File: config.mk
export PLATFORM = sky130hd
export DESIGN_NAME = mips_main_controller_flat
export DESIGN_NICKNAME = d
export VERILOG_FILES = /design/src/rtl/mips_main_controller_if.sv /design/src/rtl/mips_main_controller.sv /design/src/flat_wrapper.sv
export SDC_FILE = /design/constraint.sdc
export NUM_CORES = 1
export LEC_CHECK = 0
export BUFFER_PORTS_ARGS = -buffer_cell sky130_fd_sc_hd__buf_4
export CELL_PAD_IN_SITES_DETAIL_PLACEMENT = 1
export CELL_PAD_IN_SITES_GLOBAL_PLACEMENT = 1
export CORE_MARGIN = 5
export CORE_UTILIZATION = 32
export CTS_BUF_LIST = sky130_fd_sc_hd__clkbuf_8
export DETAILED_ROUTE_END_ITERATION = 16
export GPL_ROUTABILITY_DRIVEN = 0
export PLACE_DENSITY_LB_ADDON = 0.1
export SETUP_SLACK_MARGIN = 0.15
export SLEW_MARGIN = 20
export SYNTH_ARGS = -nofsm -noshare
export SYNTH_HDL_FRONTEND = slang
export SYNTH_SLANG_ARGS = --single-unit
File: constraint.sdc
create_clock -name clk -period 3.9 [get_ports clk]
set_input_delay 0.585 -clock clk [delete_from_list [all_inputs] [get_ports clk]]
set_output_delay 0.585 -clock clk [all_outputs]
set_load 0.1 [all_outputs]
File: src/rtl/mips_main_controller_if.sv
// Control bus between the multicycle MIPS datapath and its main controller.
// The controller side uses the slave modport; the datapath side drives the master.
interface mips_main_controller_if;
    logic [5:0] opcode;
    logic [5:0] funct;
    logic       zero;
    logic       mem_ready;

    logic       iord;
    logic       irwrite;
    logic       memwrite;
    logic       regwrite;
    logic       regdst;
    logic       memtoreg;
    logic       alusrca;
    logic [1:0] alusrcb;
    logic [1:0] pcsrc;
    logic [2:0] alucontrol;
    logic       pcen;
    logic [3:0] state;

    modport master (
        output opcode, funct, zero, mem_ready,
        input  iord, irwrite, memwrite, regwrite, regdst, memtoreg, alusrca,
               alusrcb, pcsrc, alucontrol, pcen, state
    );

    modport slave (
        input  opcode, funct, zero, mem_ready,
        output iord, irwrite, memwrite, regwrite, regdst, memtoreg, alusrca,
               alusrcb, pcsrc, alucontrol, pcen, state
    );
endinterface

File: src/rtl/mips_main_controller.sv
// Main control FSM for a multicycle MIPS datapath with wait-state memory.
// All outputs are decoded combinationally from the current state (plus zero/mem_ready).
//
// state    | meaning
// ---------+-----------------------------------------------------------
// FETCH    | read instruction at PC, PC+4 -> PC when memory completes
// DECODE   | read registers, compute branch target, dispatch on opcode
// MEMADR   | compute base + offset for lw/sw
// MEMRD    | read data memory, wait for completion
// MEMWB    | write loaded data to rt
// MEMWR    | write data memory, wait for completion
// EXECUTE  | R-type ALU operation selected by funct
// ALUWB    | write ALU result to rd
// BRANCH   | compare for beq, take target when zero
// ADDIEX   | rs + sign-extended immediate
// ADDIWB   | write addi result to rt
// JUMP     | load jump target into PC
module mips_main_controller (
    input  logic                   clk,
    input  logic                   reset,
    mips_main_controller_if.slave  bus
);

    typedef enum logic [3:0] {
        S_FETCH   = 4'd0,
        S_DECODE  = 4'd1,
        S_MEMADR  = 4'd2,
        S_MEMRD   = 4'd3,
        S_MEMWB   = 4'd4,
        S_MEMWR   = 4'd5,
        S_EXECUTE = 4'd6,
        S_ALUWB   = 4'd7,
        S_BRANCH  = 4'd8,
        S_ADDIEX  = 4'd9,
        S_ADDIWB  = 4'd10,
        S_JUMP    = 4'd11
    } state_t;

    typedef enum logic [1:0] {
        ALUOP_ADD   = 2'b00,
        ALUOP_SUB   = 2'b01,
        ALUOP_FUNCT = 2'b10
    } aluop_t;

    localparam logic [5:0] OP_RTYPE = 6'b000000;
    localparam logic [5:0] OP_LW    = 6'b100011;
    localparam logic [5:0] OP_SW    = 6'b101011;
    localparam logic [5:0] OP_BEQ   = 6'b000100;
    localparam logic [5:0] OP_ADDI  = 6'b001000;
    localparam logic [5:0] OP_J     = 6'b000010;

    localparam logic [5:0] FN_ADD = 6'b100000;
    localparam logic [5:0] FN_SUB = 6'b100010;
    localparam logic [5:0] FN_AND = 6'b100100;
    localparam logic [5:0] FN_OR  = 6'b100101;
    localparam logic [5:0] FN_SLT = 6'b101010;

    state_t     state_q;
    state_t     state_d;
    aluop_t     aluop;
    logic       pcwrite;
    logic       branch;
    logic       iord;
    logic       irwrite;
    logic       memwrite;
    logic       regwrite;
    logic       regdst;
    logic       memtoreg;
    logic       alusrca;
    logic [1:0] alusrcb;
    logic [1:0] pcsrc;
    logic [2:0] alucontrol;

    always_ff @(posedge clk) begin
        if (reset) begin
            state_q <= S_FETCH;
        end else begin
            state_q <= state_d;
        end
    end

    always_comb begin
        state_d  = S_FETCH;
        aluop    = ALUOP_ADD;
        pcwrite  = 1'b0;
        branch   = 1'b0;
        iord     = 1'b0;
        irwrite  = 1'b0;
        memwrite = 1'b0;
        regwrite = 1'b0;
        regdst   = 1'b0;
        memtoreg = 1'b0;
        alusrca  = 1'b0;
        alusrcb  = 2'b00;
        pcsrc    = 2'b00;

        if (reset) begin
            // Hold the FETCH selects with every enable off, whatever state we were in.
            alusrcb = 2'b01;
        end else begin
            unique case (state_q)
                S_FETCH: begin
                    alusrcb = 2'b01;
                    irwrite = bus.mem_ready;
                    pcwrite = bus.mem_ready;
                    state_d = bus.mem_ready ? S_DECODE : S_FETCH;
                end
                S_DECODE: begin
                    alusrcb = 2'b11;
                    unique case (bus.opcode)
                        OP_LW, OP_SW: state_d = S_MEMADR;
                        OP_RTYPE:     state_d = S_EXECUTE;
                        OP_BEQ:       state_d = S_BRANCH;
                        OP_ADDI:      state_d = S_ADDIEX;
                        OP_J:         state_d = S_JUMP;
                        default:      state_d = S_FETCH;
                    endcase
                end
                S_MEMADR: begin
                    alusrca = 1'b1;
                    alusrcb = 2'b10;
                    state_d = (bus.opcode == OP_SW) ? S_MEMWR : S_MEMRD;
                end
                S_MEMRD: begin
                    iord    = 1'b1;
                    state_d = bus.mem_ready ? S_MEMWB : S_MEMRD;
                end
                S_MEMWB: begin
                    memtoreg = 1'b1;
                    regwrite = 1'b1;
                end
                S_MEMWR: begin
                    iord     = 1'b1;
                    memwrite = bus.mem_ready;
                    state_d  = bus.mem_ready ? S_FETCH : S_MEMWR;
                end
                S_EXECUTE: begin
                    alusrca = 1'b1;
                    aluop   = ALUOP_FUNCT;
                    state_d = S_ALUWB;
                end
                S_ALUWB: begin
                    regdst   = 1'b1;
                    regwrite = 1'b1;
                end
                S_BRANCH: begin
                    alusrca = 1'b1;
                    aluop   = ALUOP_SUB;
                    pcsrc   = 2'b01;
                    branch  = 1'b1;
                end
                S_ADDIEX: begin
                    alusrca = 1'b1;
                    alusrcb = 2'b10;
                    state_d = S_ADDIWB;
                end
                S_ADDIWB: begin
                    regwrite = 1'b1;
                end
                S_JUMP: begin
                    pcsrc   = 2'b10;
                    pcwrite = 1'b1;
                end
                default: state_d = S_FETCH;
            endcase
        end
    end

    always_comb begin
        alucontrol = 3'b010;
        unique case (aluop)
            ALUOP_SUB: alucontrol = 3'b110;
            ALUOP_FUNCT: begin
                unique case (bus.funct)
                    FN_ADD:  alucontrol = 3'b010;
                    FN_SUB:  alucontrol = 3'b110;
                    FN_AND:  alucontrol = 3'b000;
                    FN_OR:   alucontrol = 3'b001;
                    FN_SLT:  alucontrol = 3'b111;
                    default: alucontrol = 3'b010;
                endcase
            end
            default: alucontrol = 3'b010;
        endcase
    end

    assign bus.iord       = iord;
    assign bus.irwrite    = irwrite;
    assign bus.memwrite   = memwrite;
    assign bus.regwrite   = regwrite;
    assign bus.regdst     = regdst;
    assign bus.memtoreg   = memtoreg;
    assign bus.alusrca    = alusrca;
    assign bus.alusrcb    = alusrcb;
    assign bus.pcsrc      = pcsrc;
    assign bus.alucontrol = alucontrol;
    assign bus.pcen       = pcwrite | (branch & bus.zero);
    assign bus.state      = state_q;

endmodule

File: src/flat_wrapper.sv
// flat-port wrapper written by rule: the top's interface ports become plain ports
module mips_main_controller_flat 
  (clk, reset, bus_opcode, bus_funct, bus_zero, bus_mem_ready, bus_iord, bus_irwrite, bus_memwrite, bus_regwrite, bus_regdst, bus_memtoreg, bus_alusrca, bus_alusrcb, bus_pcsrc, bus_alucontrol, bus_pcen, bus_state);
  mips_main_controller_if bus_i ();
  input  logic clk;
  input  logic reset;
  input wire logic [$bits(bus_i.opcode)-1:0] bus_opcode;
  input wire logic [$bits(bus_i.funct)-1:0] bus_funct;
  input wire logic [$bits(bus_i.zero)-1:0] bus_zero;
  input wire logic [$bits(bus_i.mem_ready)-1:0] bus_mem_ready;
  output wire logic [$bits(bus_i.iord)-1:0] bus_iord;
  output wire logic [$bits(bus_i.irwrite)-1:0] bus_irwrite;
  output wire logic [$bits(bus_i.memwrite)-1:0] bus_memwrite;
  output wire logic [$bits(bus_i.regwrite)-1:0] bus_regwrite;
  output wire logic [$bits(bus_i.regdst)-1:0] bus_regdst;
  output wire logic [$bits(bus_i.memtoreg)-1:0] bus_memtoreg;
  output wire logic [$bits(bus_i.alusrca)-1:0] bus_alusrca;
  output wire logic [$bits(bus_i.alusrcb)-1:0] bus_alusrcb;
  output wire logic [$bits(bus_i.pcsrc)-1:0] bus_pcsrc;
  output wire logic [$bits(bus_i.alucontrol)-1:0] bus_alucontrol;
  output wire logic [$bits(bus_i.pcen)-1:0] bus_pcen;
  output wire logic [$bits(bus_i.state)-1:0] bus_state;
  assign bus_i.opcode = bus_opcode;
  assign bus_i.funct = bus_funct;
  assign bus_i.zero = bus_zero;
  assign bus_i.mem_ready = bus_mem_ready;
  assign bus_iord = bus_i.iord;
  assign bus_irwrite = bus_i.irwrite;
  assign bus_memwrite = bus_i.memwrite;
  assign bus_regwrite = bus_i.regwrite;
  assign bus_regdst = bus_i.regdst;
  assign bus_memtoreg = bus_i.memtoreg;
  assign bus_alusrca = bus_i.alusrca;
  assign bus_alusrcb = bus_i.alusrcb;
  assign bus_pcsrc = bus_i.pcsrc;
  assign bus_alucontrol = bus_i.alucontrol;
  assign bus_pcen = bus_i.pcen;
  assign bus_state = bus_i.state;
  mips_main_controller u_core (.clk(clk), .reset(reset), .bus(bus_i));
endmodule
==> key figures <==
STA
  • Max Freq: between 0.3 and 0.4 GHz
  • Min cycle time layout: 2.982 ns
  • Final Max Slew Viols: 0
  • Hold Slack: 0.6001 ns
  • Worst clock skew: 0.002849 ns
  • Final Cycle Share: 76.45%
  • Slew of the pin with the lowest slew margin: between 0.7 and 0.8 ns
  • Hold Vio Cnt, Final: 0
  • Unrepaired setup endpoints after global routing: no
  • Final setup fails: 0
  • Relative max-transition margin: 52.13%

Clocking
  • CTS Hold Buffers Added: 0
  • Root Buffer: clkbuf_8
  • Worst-Skew Late Latency: 0.21 ns
  • # Post-CTS Setup Buffers: 0
  • CTS H-Tree Depth: 1
  • CTS clk-pin slew, worst paths: around 0.030 ns
  • CTS tree: yes
  • CTS Buf Count: 3
  • Clock sink total: 4
  • # resized after CTS: 0
  • Clock Tree Buf Depth: 2

Global route
  • First-pass GRT wire length: ~3700 um
  • M1 GR Usage: between 10% and 20%
  • Gr usage total: between 10% and 20%
  • GRT met3 Usage: 3.485%
  • GR peak layer: met2
  • GR Overflow Total: 0
  • Largest net degree at the start of global routing: 21
  • Met2 Track Usage GR: 32.09%
  • Vias in the first global route: about 830
  • Initial antenna violation count: 0

Finish
  • Sequential cell area: 80.08 um^2
  • Largest register FFs: 4
  • Area occupied by multi-input gates: ~550 um^2
  • Final Util: 50.45%
  • Nets: 146
  • Post-route insts no fill: ~150
  • Area growth, synth to finish: 50.87%
  • Ant. Diodes: 0
  • Layout cells sized above 1: 39.68%
  • Fillers: 266
  • Fin area: 979.7 um^2

Synthesis
  • Ys Warns: 0
  • Ys async rst share: 0%
  • Number of synthesized flops with an enable pin: 0
  • Distinct cells, synth: 38
  • Yosys reg bits: 4
  • Top_reg_cell synth: dfxtp_1
  • Proportion of synthesized chip area in sequential cells: 12.33%
  • Mean Syn Cell Area: 6.764 um^2
  • Syn nets: 114
  • Mapped Cells: 96
  • Netlist Area Pre-Place: 649.4 um^2

Power
  • Final Power: 0.0001925 W
  • Leakage power: 0.4192 nW
  • Cell Pwr Density: 196.5 mW/mm^2
  • VDD IR-drop max: 0.0001145 V

Detailed routing
  • Vias: roughly 830
  • Number of routed nets with antenna violations: 0
  • Vias per cell: 5.444
  • WL/cell: ~15 um
  • DRT Pass-1 Iters: 2
  • Drt drc: 0
  • Detailed Route WL: 2326 um
  • Starting DRT DRC Count: 4

Floorplanning
  • Core Box Area: a little under 0.002 mm^2
  • Die area: between 0.003 and 0.004 mm^2
  • Die H: 55.05 um
  • Starting Density: between 30% and 40%
  • Core Rows: 16
  • Io pins: 35
  • Die Wd: approximately 55 um

Worst setup path
  • CP Depth: 7
  • Crit path buffers/inverters: 2
  • Crit path launch: u_core.bus.state[2]
  • Critical Path AT: 2.40 ns
  • Critical R2R Launch: u_core.bus.state[1]
  • Cell family contributing the most delay on the critical path: simple AND/OR/NAND/NOR gates
  • CP endpoint kind: output pin
  • R2r endpoint: u_core.bus.state[2]
  • Worst-path fanout max: 19
  • CP required: roughly 3.3 ns
  • Reg2Reg Depth: 4
  • WS Path Type: reg -> out
  • Slowest cell on crit path: dfxtp_1
  • Critical-path cell list: nand2b_1 -> nand2b_1 -> nor3_1 -> inv_1 -> ha_1 -> a211o_1 -> buf_4
  • Startpoint Class: flop
  • Reg2reg setup slack: about 2.3 ns
  • Delay of the slowest critical-path stage: 0.48 ns
  • Worst setup path end: bus_alucontrol[1]
  • Crit path top cell by count: nand2b_1

Outcome
  • Status: completed

Placed design
  • Buffers on Ports: 34
  • Dpl cells: 150
  • Placement Cell Area: around 940 um^2
  • DP Wirelength: 1858 um

Job
  • Maxcap violations: 0

Worst hold path
  • Hold Crit Class: in -> reg
-- metal layers --
layer / routed length, um / share of wire (%)
met1: 990 / 43
met5: 0 / 0
met4: 0 / 0
met3: 74 / 3.2
met2: 1260 / 54
-- synth_stat cells (all sizes together), types with 2 or more instances --
cell    n  area [um^2]
nor3b   2        15.01
xor2    2        17.52
nand3   2        10.01
nor3    5        25.02
dfxtp   4        80.08
buf     2        8.750
nand3b  4        30.03
clkbuf  5        18.77
a31oi   4        25.02
nor4    2        12.51
nor2    9        33.78
and3    3        18.77
o31ai   2        20.02
o21ai   8        40.04
a21boi  2        15.01
ha      2        25.02
nand2   6        22.52
or2     3        18.77
nor2b   2        12.51
nand2b  5        31.28
inv     4        15.01
and4    2        17.52
nand4b  2        17.52
a21oi   2        10.01
-- power by group --
group / internal, W / switching, W
clock: 0.0000656 / 0.0000192
sequential: 0.0000420 / 0.00000382
combinational: 0.0000231 / 0.0000388
-- worst min-delay path by stage --
stage	start	to	slack [ns]	cells past startpoint
detailed placement	u_core.bus.state[3]	u_core.bus.state[0]	0.72	1
floorplan	reset	u_core.bus.state[0]	0.65	1
finish	reset	u_core.bus.state[0]	0.60	2
CTS	reset	u_core.bus.state[0]	0.60	2
global placement	u_core.bus.state[3]	u_core.bus.state[0]	0.71	1
global route	reset	u_core.bus.state[0]	0.60	2
-- kinds of logic after synthesis --
family,synth area share (%)
buffers and inverters,6.549
AOI/OAI and AO/OA,30.64
and+or+nand+nor,42.58
adders and majority gates,3.853
DFF,12.33
xor gates and xnor gates,4.047
-- final cells by class --
cell class / count / share of cell area (%)
Multi-Input combinational cell: 81 / 56.58
Timing Repair Buffer: 34 / 26.05
Sequential cell: 4 / 8.174
Clock buffer: 3 / 4.215
Tap cell: 27 / 3.448
Inverter: 4 / 1.533
-- placed cells by master (no fill, tap or decap), types with 2 or more instances in the layout --
cell type and n:
nand2b_1 5, or2_2 3, clkbuf_8 3, a31oi_1 4
nand4b_1 2, nand2_1 6, nand3_1 2, and4_1 2
a21oi_1 2, xor2_1 2, nor2b_1 2, nor2_1 8
dfxtp_1 4, ha_1 2, o21ai_0 7, nor3_1 2
nor3b_1 2, inv_1 4, nor3_2 3, nand3b_1 4
buf_4 34, and3_1 3
-- stage by stage --
step	setup slack (ns)	setup TNS [ns]
floorplan	-0.2184	-0.2184
global placement	1.164	0
detailed placement	1.121	0
CTS	0.8755	0
global route	0.7380	0
finish	0.9183	0
No activity file was read; power rests on OpenSTA's default activity.
